`config.mk`:
```
export PLATFORM = sky130hd
export DESIGN_NAME = rvfi_trace_buffer_flat
export DESIGN_NICKNAME = d
export VERILOG_FILES = /design/src/rtl/rvfi_trace_buffer_if.sv /design/src/rtl/rvfi_trace_buffer.sv /design/src/flat_wrapper.sv
export SDC_FILE = /design/constraint.sdc
export NUM_CORES = 2
export LEC_CHECK = 0
export CAP_MARGIN = 20
export CORE_MARGIN = 10
export CORE_UTILIZATION = 60
export DETAILED_ROUTE_END_ITERATION = 8
export PLACE_DENSITY = 0.76
export SYNTH_ARGS = -nofsm -noshare
export SYNTH_HDL_FRONTEND = slang
export SYNTH_SLANG_ARGS = --single-unit
```
`constraint.sdc`:
```
create_clock -name CLK -period 17.85 [get_ports CLK]
set_clock_uncertainty 0.1 [all_clocks]
set_input_delay 2.6775 -clock CLK [delete_from_list [all_inputs] [get_ports CLK]]
set_output_delay 2.6775 -clock CLK [all_outputs]
set_load 0.01 [all_outputs]
```
`src/rtl/rvfi_trace_buffer_if.sv`:
```
// rtl/rvfi_trace_buffer_if.sv - RVFI retirement input and trace output bundle
interface rvfi_trace_buffer_if;
  logic        rvfi_valid;
  logic        rvfi_trap;
  logic        rvfi_intr;
  logic [1:0]  rvfi_mode;
  logic [31:0] rvfi_pc_rdata;
  logic [31:0] rvfi_insn;
  logic [4:0]  rvfi_rd_addr;
  logic [31:0] rvfi_rd_wdata;

  logic        trace_valid_o;
  logic        trace_ready_i;
  logic [31:0] trace_pc_o;
  logic [31:0] trace_insn_o;
  logic [31:0] trace_rd_wdata_o;
  logic [4:0]  trace_rd_addr_o;
  logic [1:0]  trace_mode_o;
  logic        trace_trap_o;
  logic        trace_intr_o;
  logic        trace_gap_o;

  // Core plus trace consumer side.
  modport master (
    output rvfi_valid, rvfi_trap, rvfi_intr, rvfi_mode, rvfi_pc_rdata,
           rvfi_insn, rvfi_rd_addr, rvfi_rd_wdata, trace_ready_i,
    input  trace_valid_o, trace_pc_o, trace_insn_o, trace_rd_wdata_o,
           trace_rd_addr_o, trace_mode_o, trace_trap_o, trace_intr_o, trace_gap_o
  );

  // Trace buffer side.
  modport slave (
    input  rvfi_valid, rvfi_trap, rvfi_intr, rvfi_mode, rvfi_pc_rdata,
           rvfi_insn, rvfi_rd_addr, rvfi_rd_wdata, trace_ready_i,
    output trace_valid_o, trace_pc_o, trace_insn_o, trace_rd_wdata_o,
           trace_rd_addr_o, trace_mode_o, trace_trap_o, trace_intr_o, trace_gap_o
  );
endinterface

```
`src/rtl/rvfi_trace_buffer.sv`:
```
// rtl/rvfi_trace_buffer.sv - RVFI retirement trace FIFO with drop accounting and freeze-on-trap
module rvfi_trace_buffer #(
  parameter int DEPTH = 16
) (
  input  logic                     CLK,
  input  logic                     RST,
  input  logic                     enable_i,
  input  logic                     freeze_on_trap_i,
  input  logic                     flush_i,
  input  logic                     clear_cnt_i,
  rvfi_trace_buffer_if.slave       bus,
  output logic [$clog2(DEPTH):0]   level_o,
  output logic [15:0]              drop_cnt_o,
  output logic                     frozen_o
);
  localparam int PW = $clog2(DEPTH);
  localparam int LW = PW + 1;

  typedef enum logic [1:0] {ST_OFF, ST_RUN, ST_FROZEN} state_t;

  typedef struct packed {
    logic        trap;
    logic        intr;
    logic [1:0]  mode;
    logic [31:0] pc;
    logic [31:0] insn;
    logic [4:0]  rd_addr;
    logic [31:0] rd_wdata;
    logic        gap;
  } rec_t;

  state_t        state_q, state_d;
  rec_t          mem_q [DEPTH];
  rec_t          head_q, head_d, in_rec;
  logic [PW-1:0] wr_ptr_q, wr_ptr_d, rd_ptr_q, rd_ptr_d;
  logic [LW-1:0] level_q, level_d, level_after_pop;
  logic [15:0]   drop_q, drop_d;
  logic          gap_q, gap_d;
  logic          capture, pop, full, write, drop;

  // Qualify the retirement and decide whether it is stored, dropped or flushed away.
  always_comb begin
    in_rec   = '{trap:     bus.rvfi_trap,
                 intr:     bus.rvfi_intr,
                 mode:     bus.rvfi_mode,
                 pc:       bus.rvfi_pc_rdata,
                 insn:     bus.rvfi_insn,
                 rd_addr:  bus.rvfi_rd_addr,
                 rd_wdata: bus.rvfi_rd_wdata,
                 gap:      gap_q};
    capture  = bus.rvfi_valid && (state_q == ST_RUN);
    pop      = (level_q != '0) && bus.trace_ready_i && !flush_i;
    full     = (level_q == LW'(DEPTH));
    write    = capture && (!full || pop) && !flush_i;
    drop     = capture && full && !pop && !flush_i;
  end

  // FIFO pointers, occupancy, gap marker and the registered head record.
  always_comb begin
    wr_ptr_d        = wr_ptr_q;
    rd_ptr_d        = rd_ptr_q;
    level_d         = level_q;
    gap_d           = gap_q;
    head_d          = head_q;
    level_after_pop = level_q - LW'(pop);
    if (flush_i) begin
      wr_ptr_d = '0;
      rd_ptr_d = '0;
      level_d  = '0;
      gap_d    = 1'b0;
    end else begin
      if (pop)   rd_ptr_d = rd_ptr_q + PW'(1);
      if (write) wr_ptr_d = wr_ptr_q + PW'(1);
      level_d = level_after_pop + LW'(write);
      if (write)     gap_d = 1'b0;
      else if (drop) gap_d = 1'b1;
      // The head either already sits in memory or is the record arriving now.
      if (level_d != '0) begin
        if (level_after_pop == '0) head_d = in_rec;
        else                       head_d = mem_q[rd_ptr_d];
      end
    end
  end

  // Saturating drop counter; a clear still counts a drop in the same cycle.
  always_comb begin
    drop_d = drop_q;
    if (clear_cnt_i)                  drop_d = {15'b0, drop};
    else if (drop && drop_q != 16'hFFFF) drop_d = drop_q + 16'd1;
  end

  // Capture FSM next state; disabling wins over every other transition.
  always_comb begin
    state_d = state_q;
    if (!enable_i) begin
      state_d = ST_OFF;
    end else begin
      case (state_q)
        ST_OFF:    state_d = ST_RUN;
        ST_RUN:    if (capture && bus.rvfi_trap && freeze_on_trap_i) state_d = ST_FROZEN;
        ST_FROZEN: if (flush_i) state_d = ST_RUN;
        default:   state_d = ST_OFF;
      endcase
    end
  end

  // Control and head registers.
  always_ff @(posedge CLK) begin
    if (RST) begin
      state_q  <= ST_OFF;
      wr_ptr_q <= '0;
      rd_ptr_q <= '0;
      level_q  <= '0;
      gap_q    <= 1'b0;
      drop_q   <= '0;
      head_q   <= '0;
    end else begin
      state_q  <= state_d;
      wr_ptr_q <= wr_ptr_d;
      rd_ptr_q <= rd_ptr_d;
      level_q  <= level_d;
      gap_q    <= gap_d;
      drop_q   <= drop_d;
      head_q   <= head_d;
    end
  end

  // Record storage; contents need no reset because level gates visibility.
  always_ff @(posedge CLK) begin
    if (!RST && write) mem_q[wr_ptr_q] <= in_rec;
  end

  assign bus.trace_valid_o    = (level_q != '0);
  assign bus.trace_pc_o       = head_q.pc;
  assign bus.trace_insn_o     = head_q.insn;
  assign bus.trace_rd_wdata_o = head_q.rd_wdata;
  assign bus.trace_rd_addr_o  = head_q.rd_addr;
  assign bus.trace_mode_o     = head_q.mode;
  assign bus.trace_trap_o     = head_q.trap;
  assign bus.trace_intr_o     = head_q.intr;
  assign bus.trace_gap_o      = head_q.gap;
  assign level_o              = level_q;
  assign drop_cnt_o           = drop_q;
  assign frozen_o             = (state_q == ST_FROZEN);
endmodule

```
`src/flat_wrapper.sv`:
```
// flat-port wrapper written by rule: the top's interface ports become plain ports
module rvfi_trace_buffer_flat 
#(
  parameter int DEPTH = 16
)
  (CLK, RST, enable_i, freeze_on_trap_i, flush_i, clear_cnt_i, level_o, drop_cnt_o, frozen_o, bus_rvfi_valid, bus_rvfi_trap, bus_rvfi_intr, bus_rvfi_mode, bus_rvfi_pc_rdata, bus_rvfi_insn, bus_rvfi_rd_addr, bus_rvfi_rd_wdata, bus_trace_ready_i, bus_trace_valid_o, bus_trace_pc_o, bus_trace_insn_o, bus_trace_rd_wdata_o, bus_trace_rd_addr_o, bus_trace_mode_o, bus_trace_trap_o, bus_trace_intr_o, bus_trace_gap_o);
  rvfi_trace_buffer_if bus_i ();
  input  logic CLK;
  input  logic RST;
  input  logic enable_i;
  input  logic freeze_on_trap_i;
  input  logic flush_i;
  input  logic clear_cnt_i;
  output logic [$clog2(DEPTH):0] level_o;
  output logic [15:0] drop_cnt_o;
  output logic frozen_o;
  input wire logic [$bits(bus_i.rvfi_valid)-1:0] bus_rvfi_valid;
  input wire logic [$bits(bus_i.rvfi_trap)-1:0] bus_rvfi_trap;
  input wire logic [$bits(bus_i.rvfi_intr)-1:0] bus_rvfi_intr;
  input wire logic [$bits(bus_i.rvfi_mode)-1:0] bus_rvfi_mode;
  input wire logic [$bits(bus_i.rvfi_pc_rdata)-1:0] bus_rvfi_pc_rdata;
  input wire logic [$bits(bus_i.rvfi_insn)-1:0] bus_rvfi_insn;
  input wire logic [$bits(bus_i.rvfi_rd_addr)-1:0] bus_rvfi_rd_addr;
  input wire logic [$bits(bus_i.rvfi_rd_wdata)-1:0] bus_rvfi_rd_wdata;
  input wire logic [$bits(bus_i.trace_ready_i)-1:0] bus_trace_ready_i;
  output wire logic [$bits(bus_i.trace_valid_o)-1:0] bus_trace_valid_o;
  output wire logic [$bits(bus_i.trace_pc_o)-1:0] bus_trace_pc_o;
  output wire logic [$bits(bus_i.trace_insn_o)-1:0] bus_trace_insn_o;
  output wire logic [$bits(bus_i.trace_rd_wdata_o)-1:0] bus_trace_rd_wdata_o;
  output wire logic [$bits(bus_i.trace_rd_addr_o)-1:0] bus_trace_rd_addr_o;
  output wire logic [$bits(bus_i.trace_mode_o)-1:0] bus_trace_mode_o;
  output wire logic [$bits(bus_i.trace_trap_o)-1:0] bus_trace_trap_o;
  output wire logic [$bits(bus_i.trace_intr_o)-1:0] bus_trace_intr_o;
  output wire logic [$bits(bus_i.trace_gap_o)-1:0] bus_trace_gap_o;
  assign bus_i.rvfi_valid = bus_rvfi_valid;
  assign bus_i.rvfi_trap = bus_rvfi_trap;
  assign bus_i.rvfi_intr = bus_rvfi_intr;
  assign bus_i.rvfi_mode = bus_rvfi_mode;
  assign bus_i.rvfi_pc_rdata = bus_rvfi_pc_rdata;
  assign bus_i.rvfi_insn = bus_rvfi_insn;
  assign bus_i.rvfi_rd_addr = bus_rvfi_rd_addr;
  assign bus_i.rvfi_rd_wdata = bus_rvfi_rd_wdata;
  assign bus_i.trace_ready_i = bus_trace_ready_i;
  assign bus_trace_valid_o = bus_i.trace_valid_o;
  assign bus_trace_pc_o = bus_i.trace_pc_o;
  assign bus_trace_insn_o = bus_i.trace_insn_o;
  assign bus_trace_rd_wdata_o = bus_i.trace_rd_wdata_o;
  assign bus_trace_rd_addr_o = bus_i.trace_rd_addr_o;
  assign bus_trace_mode_o = bus_i.trace_mode_o;
  assign bus_trace_trap_o = bus_i.trace_trap_o;
  assign bus_trace_intr_o = bus_i.trace_intr_o;
  assign bus_trace_gap_o = bus_i.trace_gap_o;
  rvfi_trace_buffer #(.DEPTH(DEPTH)) u_core (.CLK(CLK), .RST(RST), .enable_i(enable_i), .freeze_on_trap_i(freeze_on_trap_i), .flush_i(flush_i), .clear_cnt_i(clear_cnt_i), .bus(bus_i), .level_o(level_o), .drop_cnt_o(drop_cnt_o), .frozen_o(frozen_o));
endmodule
```
# After elaboration in Yosys (flattened, before gate mapping)
# Memory sizes are Yosys's and may differ from the RTL's.
# Index checks and enable logic that the tools add are counted.
[classes]
n_addsub = 5
n_eq_ne = 6
mux = 10
n_bitwise = 2
reduce_logical = 28
[op_table]
columns = ["cell", "count"]
rows = [
  ["two-way mux 106 bit", 1],
  ["adder 16 x 1 -> 16 bit, second input constant", 1],
  ["inequality test 16 bit, second input constant", 1],
  ["logical AND 1 bit", 12],
  ["nonzero test 5 bit", 2],
  ["adder 4 x 1 -> 4 bit, second input constant", 2],
  ["two-way mux 4 bit", 2],
  ["one-hot mux 2 bit (3 select lines)", 1],
  ["OR reduction 2 bit", 3],
  ["adder 5 x 1 -> 5 bit", 1],
  ["== test 5 bit, second input constant", 1],
  ["zero test 5 bit", 1],
  ["subtractor 5 x 1 -> 5 bit", 1],
  ["zero test 1 bit", 4],
  ["two-way mux 1 bit", 4],
  ["two-way mux 2 bit", 2],
  ["inequality test 2 bit, second input constant", 2],
  ["AND reduction 2 bit", 2],
  ["OR reduction 3 bit", 1],
  ["== test 2 x 1 -> 1 bit, second input constant", 1],
  ["== test 2 bit, second input constant", 1],
  ["zero test 2 bit", 1],
  ["NOT 1 bit", 2],
  ["nonzero test 2 bit", 1],
  ["logical OR 1 bit", 1],
]
[totals]
ff_bits = 138
mem_bits_rw = 1696
in_bits = 113
output_inout_bits = 129
word_cells = 67
n_memories = 1
[mem_list]
columns = ["memory", "words", "width", "read_ports", "rd_clocked_by_memory_dff", "wr", "line", "source"]
rows = [
  ["u_core.mem_q", 16, 106, 1, 0, 1, "rvfi_trace_buffer.sv:33", "rec_t mem_q [DEPTH];"],
]

# Logic depth before layout (Yosys ltp)
[logic_depth]
word_depth = 9
depth_mapped = 22
depth_no_buf = 14

# Worst setup path after synthesis
# No wires, ideal clock.
[synth_path]
kind = "input port to flip-flop"
start = "input port flush_i"
end = "memory u_core.mem_q[0][0] in the netlist's numbering (enable)"
setup_ns = 0.700
arrival_time_ns = 10.967
t_required_ns = 17.050
slack_ns = 6.083
stages = 6
n_path_buf = 1
cell_sequence = "clkbuf_1 -> nor2b_1 -> nor3_1 -> nor2_1 -> nand3b_1 -> nor3_1"
[synth_between]
elab_chain_cells = 8
[synth_rtl]
columns = ["element", "line", "source"]
rows = [
  ["start: declaration", "flat_wrapper.sv:12", "input logic flush_i;"],
  ["zero test 1 bit *", "rvfi_trace_buffer.sv:52, rvfi_trace_buffer.sv:54", ""],
  ["logical AND 1 bit", "rvfi_trace_buffer.sv:52", "pop = (level_q != '0) && bus.trace_ready_i && !flush_i;"],
  ["logical OR 1 bit", "rvfi_trace_buffer.sv:54", "write = capture && (!full || pop) && !flush_i;"],
  ["logical AND 1 bit", "rvfi_trace_buffer.sv:54", ""],
  ["logical AND 1 bit *", "rvfi_trace_buffer.sv:54", ""],
  ["net u_core.write", "rvfi_trace_buffer.sv:39", "logic capture, pop, full, write, drop;"],
  ["logical AND 1 bit *", "rvfi_trace_buffer.sv:130", "if (!RST && write) mem_q[wr_ptr_q] <= in_rec;"],
  ["two-way mux 1 bit *", "rvfi_trace_buffer.sv:130", ""],
  ["two-way mux 1 bit (not written as such) *", "rvfi_trace_buffer.sv:130", ""],
  ["end: declaration", "rvfi_trace_buffer.sv:33", ""],
]
# Mark *: on every way through the listed nets, which the timed path passes. The rest lies on a longest branch.

# Final worst setup path
[layout_path]
start = "input port flush_i"
end = "register u_core.head_q, in the netlist u_core.bus.trace_rd_wdata_o[11]"
[layout_between]
elab_chain_cells = 8
[layout_rtl]
columns = ["element", "line", "source"]
rows = [
  ["zero test 1 bit *", "rvfi_trace_buffer.sv:52, rvfi_trace_buffer.sv:54", ""],
  ["logical AND 1 bit", "rvfi_trace_buffer.sv:52", ""],
  ["logical OR 1 bit", "rvfi_trace_buffer.sv:54", ""],
  ["logical AND 1 bit", "rvfi_trace_buffer.sv:54", ""],
  ["logical AND 1 bit *", "rvfi_trace_buffer.sv:54", ""],
  ["net u_core.write", "rvfi_trace_buffer.sv:39", ""],
  ["adder 5 x 1 -> 5 bit *", "rvfi_trace_buffer.sv:74", "level_d = level_after_pop + LW'(write);"],
  ["nonzero test 5 bit *", "rvfi_trace_buffer.sv:78", "if (level_d != '0) begin"],
  ["AND reduction 2 bit (no line) *", "n/a", ""],
  ["end signal: assignment", "rvfi_trace_buffer.sv:116", "head_q <= '0;"],
  ["end signal: assignment", "rvfi_trace_buffer.sv:124", "head_q <= head_d;"],
  ["end: declaration", "rvfi_trace_buffer.sv:34", "rec_t head_q, head_d, in_rec;"],
]
# Mark *: on every way through the listed nets, which the timed path passes. The rest lies on a longest branch. The select of a mux whose other input is x is not followed.
# A chain may end at the register's enable or synchronous reset.

==> reports/summary.json <==
{
  "worst_setup_path": {
    "timing.critical_path.fanout_max": 42,
    "worstSetupStartpointType": "input port",
    "worstPathRequired_ns": 18.39,
    "cp.arrival_ns": 8.41,
    "crit_path_end_kind": "register",
    "worst-setup-path-type": "input port to register"
  },
  "clock_tree": {
    "post_cts_setup_driven_buffer_insertion_count": 0,
    "cts.root.buffer_cell": "clkbuf_16",
    "tritoncts_buffer_count": 185,
    "clkLatencyLatePin_ns": 0.83,
    "h-tree-depth": 4,
    "cts.reportedPaths.clkPinSlew_ns": 0.06,
    "clock_sink_count": 1834,
    "tritoncts": "done",
    "cts_resized": 0,
    "cts-hold-fix-buffers": 0,
    "clock_path_buffers": 3
  },
  "power_and_ir_drop": {
    "swShare_pct": 20.3,
    "total_switching_power_w": 0.00179,
    "clock_power_share_pct": 44.0,
    "fin_total_pwr_w": 0.00882,
    "relative_contribution_of_sequential_cells_to_total_power_pct": 53.5,
    "intPower_w": 0.00703,
    "power.density_nw_per_um2": 92.6,
    "leakagePower_nw": 30.5,
    "ir_worst_vdd_mv": 0.0864,
    "p_comb_share_pct": 2.5
  },
  "detailed_routing": {
    "total_drc_errors_in_the_routed_layout": 0,
    "detail-route-antenna-nets": 0,
    "detailroute.via_count": 52200,
    "routedWlPerCell_um": 32.3,
    "detail_route.wirelength_um": 229000,
    "firstDrtPassIters": 6,
    "vias_per_cell": 7.38,
    "drtIter0Drc": 6675
  },
  "place": {
    "placement.io_buffers": 241,
    "place.gp.congestion": 0.762,
    "placed_cells_incl_taps": 6723,
    "final_hpwl_dp_um": 115000
  },
  "timing": {
    "timing_hold_violations_final": 0,
    "post-route-period-util_pct": 44.1,
    "report.final.slew_viol_count": 0,
    "finalSetupTns_ns": 0,
    "worst_slew_pin_slew_ns": 1.25,
    "max_freq_mhz": 127,
    "setup_viol": 0,
    "finalCriticalPeriod_ns": 7.87,
    "rsz0062_at_grt": "no",
    "maxSlewHeadroom_pct": 16.7
  },
  "layout": {
    "layout.cells.most_common": "edfxtp_1",
    "syn_to_final_growth_pct": 11.9,
    "fillerInstances": 9142,
    "final-instance-count-excl-fill": 7074,
    "share_of_cells_above_drive_strength_1_pct": 22.3,
    "layout.core_utilization_pct": 67.5,
    "final_cell_mix": "edfxtp_1, mux4_2, mux2i_1",
    "finish.net_count": 5144
  },
  "synthesis": {
    "synth-seq-cells": 1834,
    "asyncSetResetFlopFracSynth_pct": 0,
    "syn_area_um2": 85200,
    "total_of_warnings_raised_by_yosys": 0,
    "yosysUniqueCellTypes": 55,
    "ys_seq_area_share_pct": 63.0,
    "synth_area_per_cell_um2": 17.2,
    "synth.net_count": 5063,
    "synth_edf_count": 1696,
    "synthesis.instances": 4940,
    "commonest_register_cell_after_synthesis": "edfxtp_1"
  },
  "die": {
    "die_area_um2": 157000,
    "num_io_pins": 242,
    "placementRows": 138,
    "die_width_um": 397,
    "initial_cell_density_of_the_core_pct": 60.3,
    "floorplan.die.height_um": 397,
    "core_um2": 141000
  },
  "grt": {
    "grt_pass1_wl_um": 339000,
    "grt_antenna_before_repair": 15,
    "overflow": 0,
    "groute.usage.overall_pct": 28.5,
    "first_global_vias": 52700,
    "grt_max_degree": 160
  },
  "run": {
    "maxCapViolations": 0
  },
  "outcome": {
    "run_status": "complete, no violations"
  },
  "hold_path": {
    "timing.hold.worst.class": "register to register"
  }
}
## critical path: stages
cell and delay (ns):
clkdlybuf4s50_1 0.60, nor2b_1 0.44, nor3_1 0.13, nor2_1 0.60
ha_1 0.34, ha_1 0.31, nand3b_1 0.11, o211a_1 0.13
o31a_1 0.30, a2111oi_4 0.42, or3_4 0.58, buf_4 0.75
buf_4 0.78, o221ai_1 0.22
## through the flow
step	setup slack (ns)	hold slack (ns)	cell area [um^2]
2_1_floorplan	6.08	0.391	85200
3_3_place_gp	9.50	0.379	89200
3_5_place_dp	9.28	0.395	89200
4_1_cts	10.15	0.408	95300
5_1_grt	9.81	0.439	95300
6_report	9.98	0.405	95300
## power by group through the flow
stage | Sequential (W) | Clock, W | Combinational (W)
2_1_floorplan | 0.00481 | 0 | 0.0000733
3_3_place_gp | 0.00481 | 0 | 0.000208
3_5_place_dp | 0.00481 | 0 | 0.000215
4_1_cts | 0.00472 | 0.00392 | 0.000215
5_1_grt | 0.00472 | 0.00409 | 0.000231
6_report | 0.00472 | 0.00389 | 0.000218
## cells by family after synthesis
kind of cell               after synthesis  share of synthesized area (%)
DFF                                   1834                           63.0
muxes                                 1267                           24.4
AOI/OAI and AO/OA                      884                           7.32
and+or+nand+nor                        465                           2.58
buffers and inverters                  460                           2.28
xor gates and xnor gates                20                          0.206
adders and majority gates               10                          0.147
## per-layer routing
| metal | GRT usage, % | wire (um) |
|---|---|---|
| met1 | 38.1 | 83500 |
| met2 | 45.7 | 110000 |
| met3 | 6.88 | 26500 |
| met4 | 10.9 | 8600 |
| met5 | 0 | 120 |
## synth_stat cells, types with 9 or more instances
library cell | instances | share of area [%]
o22ai_1 | 108 | 0.79
a22oi_1 | 105 | 0.93
dfxtp_1 | 138 | 3.2
o21ai_0 | 111 | 0.65
xor2_1 | 10 | 0.10
a221oi_1 | 105 | 1.1
a21oi_1 | 118 | 0.69
nand3_1 | 9 | 0.053
inv_1 | 13 | 0.057
edfxtp_1 | 1696 | 60
mux4_2 | 638 | 17
nand4_1 | 11 | 0.081
nor3_1 | 10 | 0.059
and3_1 | 107 | 0.79
o221ai_1 | 100 | 1.0
buf_1 | 46 | 0.20
mux2i_1 | 523 | 6.1
ha_1 | 10 | 0.15
nor2_1 | 147 | 0.65
nand2_1 | 140 | 0.62
a31oi_1 | 106 | 0.78
buf_2 | 121 | 0.71
clkbuf_1 | 268 | 1.2
a311oi_1 | 105 | 1.1
mux2_2 | 106 | 1.4
xnor2_1 | 10 | 0.10
## area by class of cell
cell class	count	area, um^2	area share, %
Clock inverter	88	907	0.952
Antenna cell	5	12.5	0.0131
Tap cell	1890	2360	2.48
Inverter	14	55.1	0.0578
Sequential cell	1834	53700	56.3
Timing Repair Buffer	340	3360	3.53
Clock buffer	257	5170	5.43
Multi-Input combinational cell	2646	29700	31.2
## path summary, 6_finish.rpt
check / from / to / slack, ns / cells past startpoint
worst min register to register: u_core.drop_cnt_o[9]$_SDFFE_PP0P_ / u_core.drop_cnt_o[9]$_SDFFE_PP0P_ / 0.41 / 2
worst max-delay path: flush_i / u_core.bus.trace_rd_wdata_o[11]$_SDFFE_PP0P_ / 9.98 / 14
worst min-delay path: u_core.drop_cnt_o[9]$_SDFFE_PP0P_ / u_core.drop_cnt_o[9]$_SDFFE_PP0P_ / 0.41 / 2
worst max register to register: u_core.level_o[3]$_SDFF_PP0_ / u_core.bus.trace_rd_wdata_o[1]$_SDFFE_PP0P_ / 12.04 / 11
## sequential cells by signal, summed over array words and instances (netlist names), 4 cells and up
name,cells
u_core.bus.trace_insn_o,32
u_core.bus.trace_pc_o,32
u_core.bus.trace_rd_wdata_o,32
u_core.bus.trace_rd_addr_o,5
u_core.rd_ptr_q,4
u_core.wr_ptr_q,4
u_core.drop_cnt_o,16
u_core.mem_q,1696
u_core.level_o,5
No activity file was read; power rests on OpenSTA's default activity.
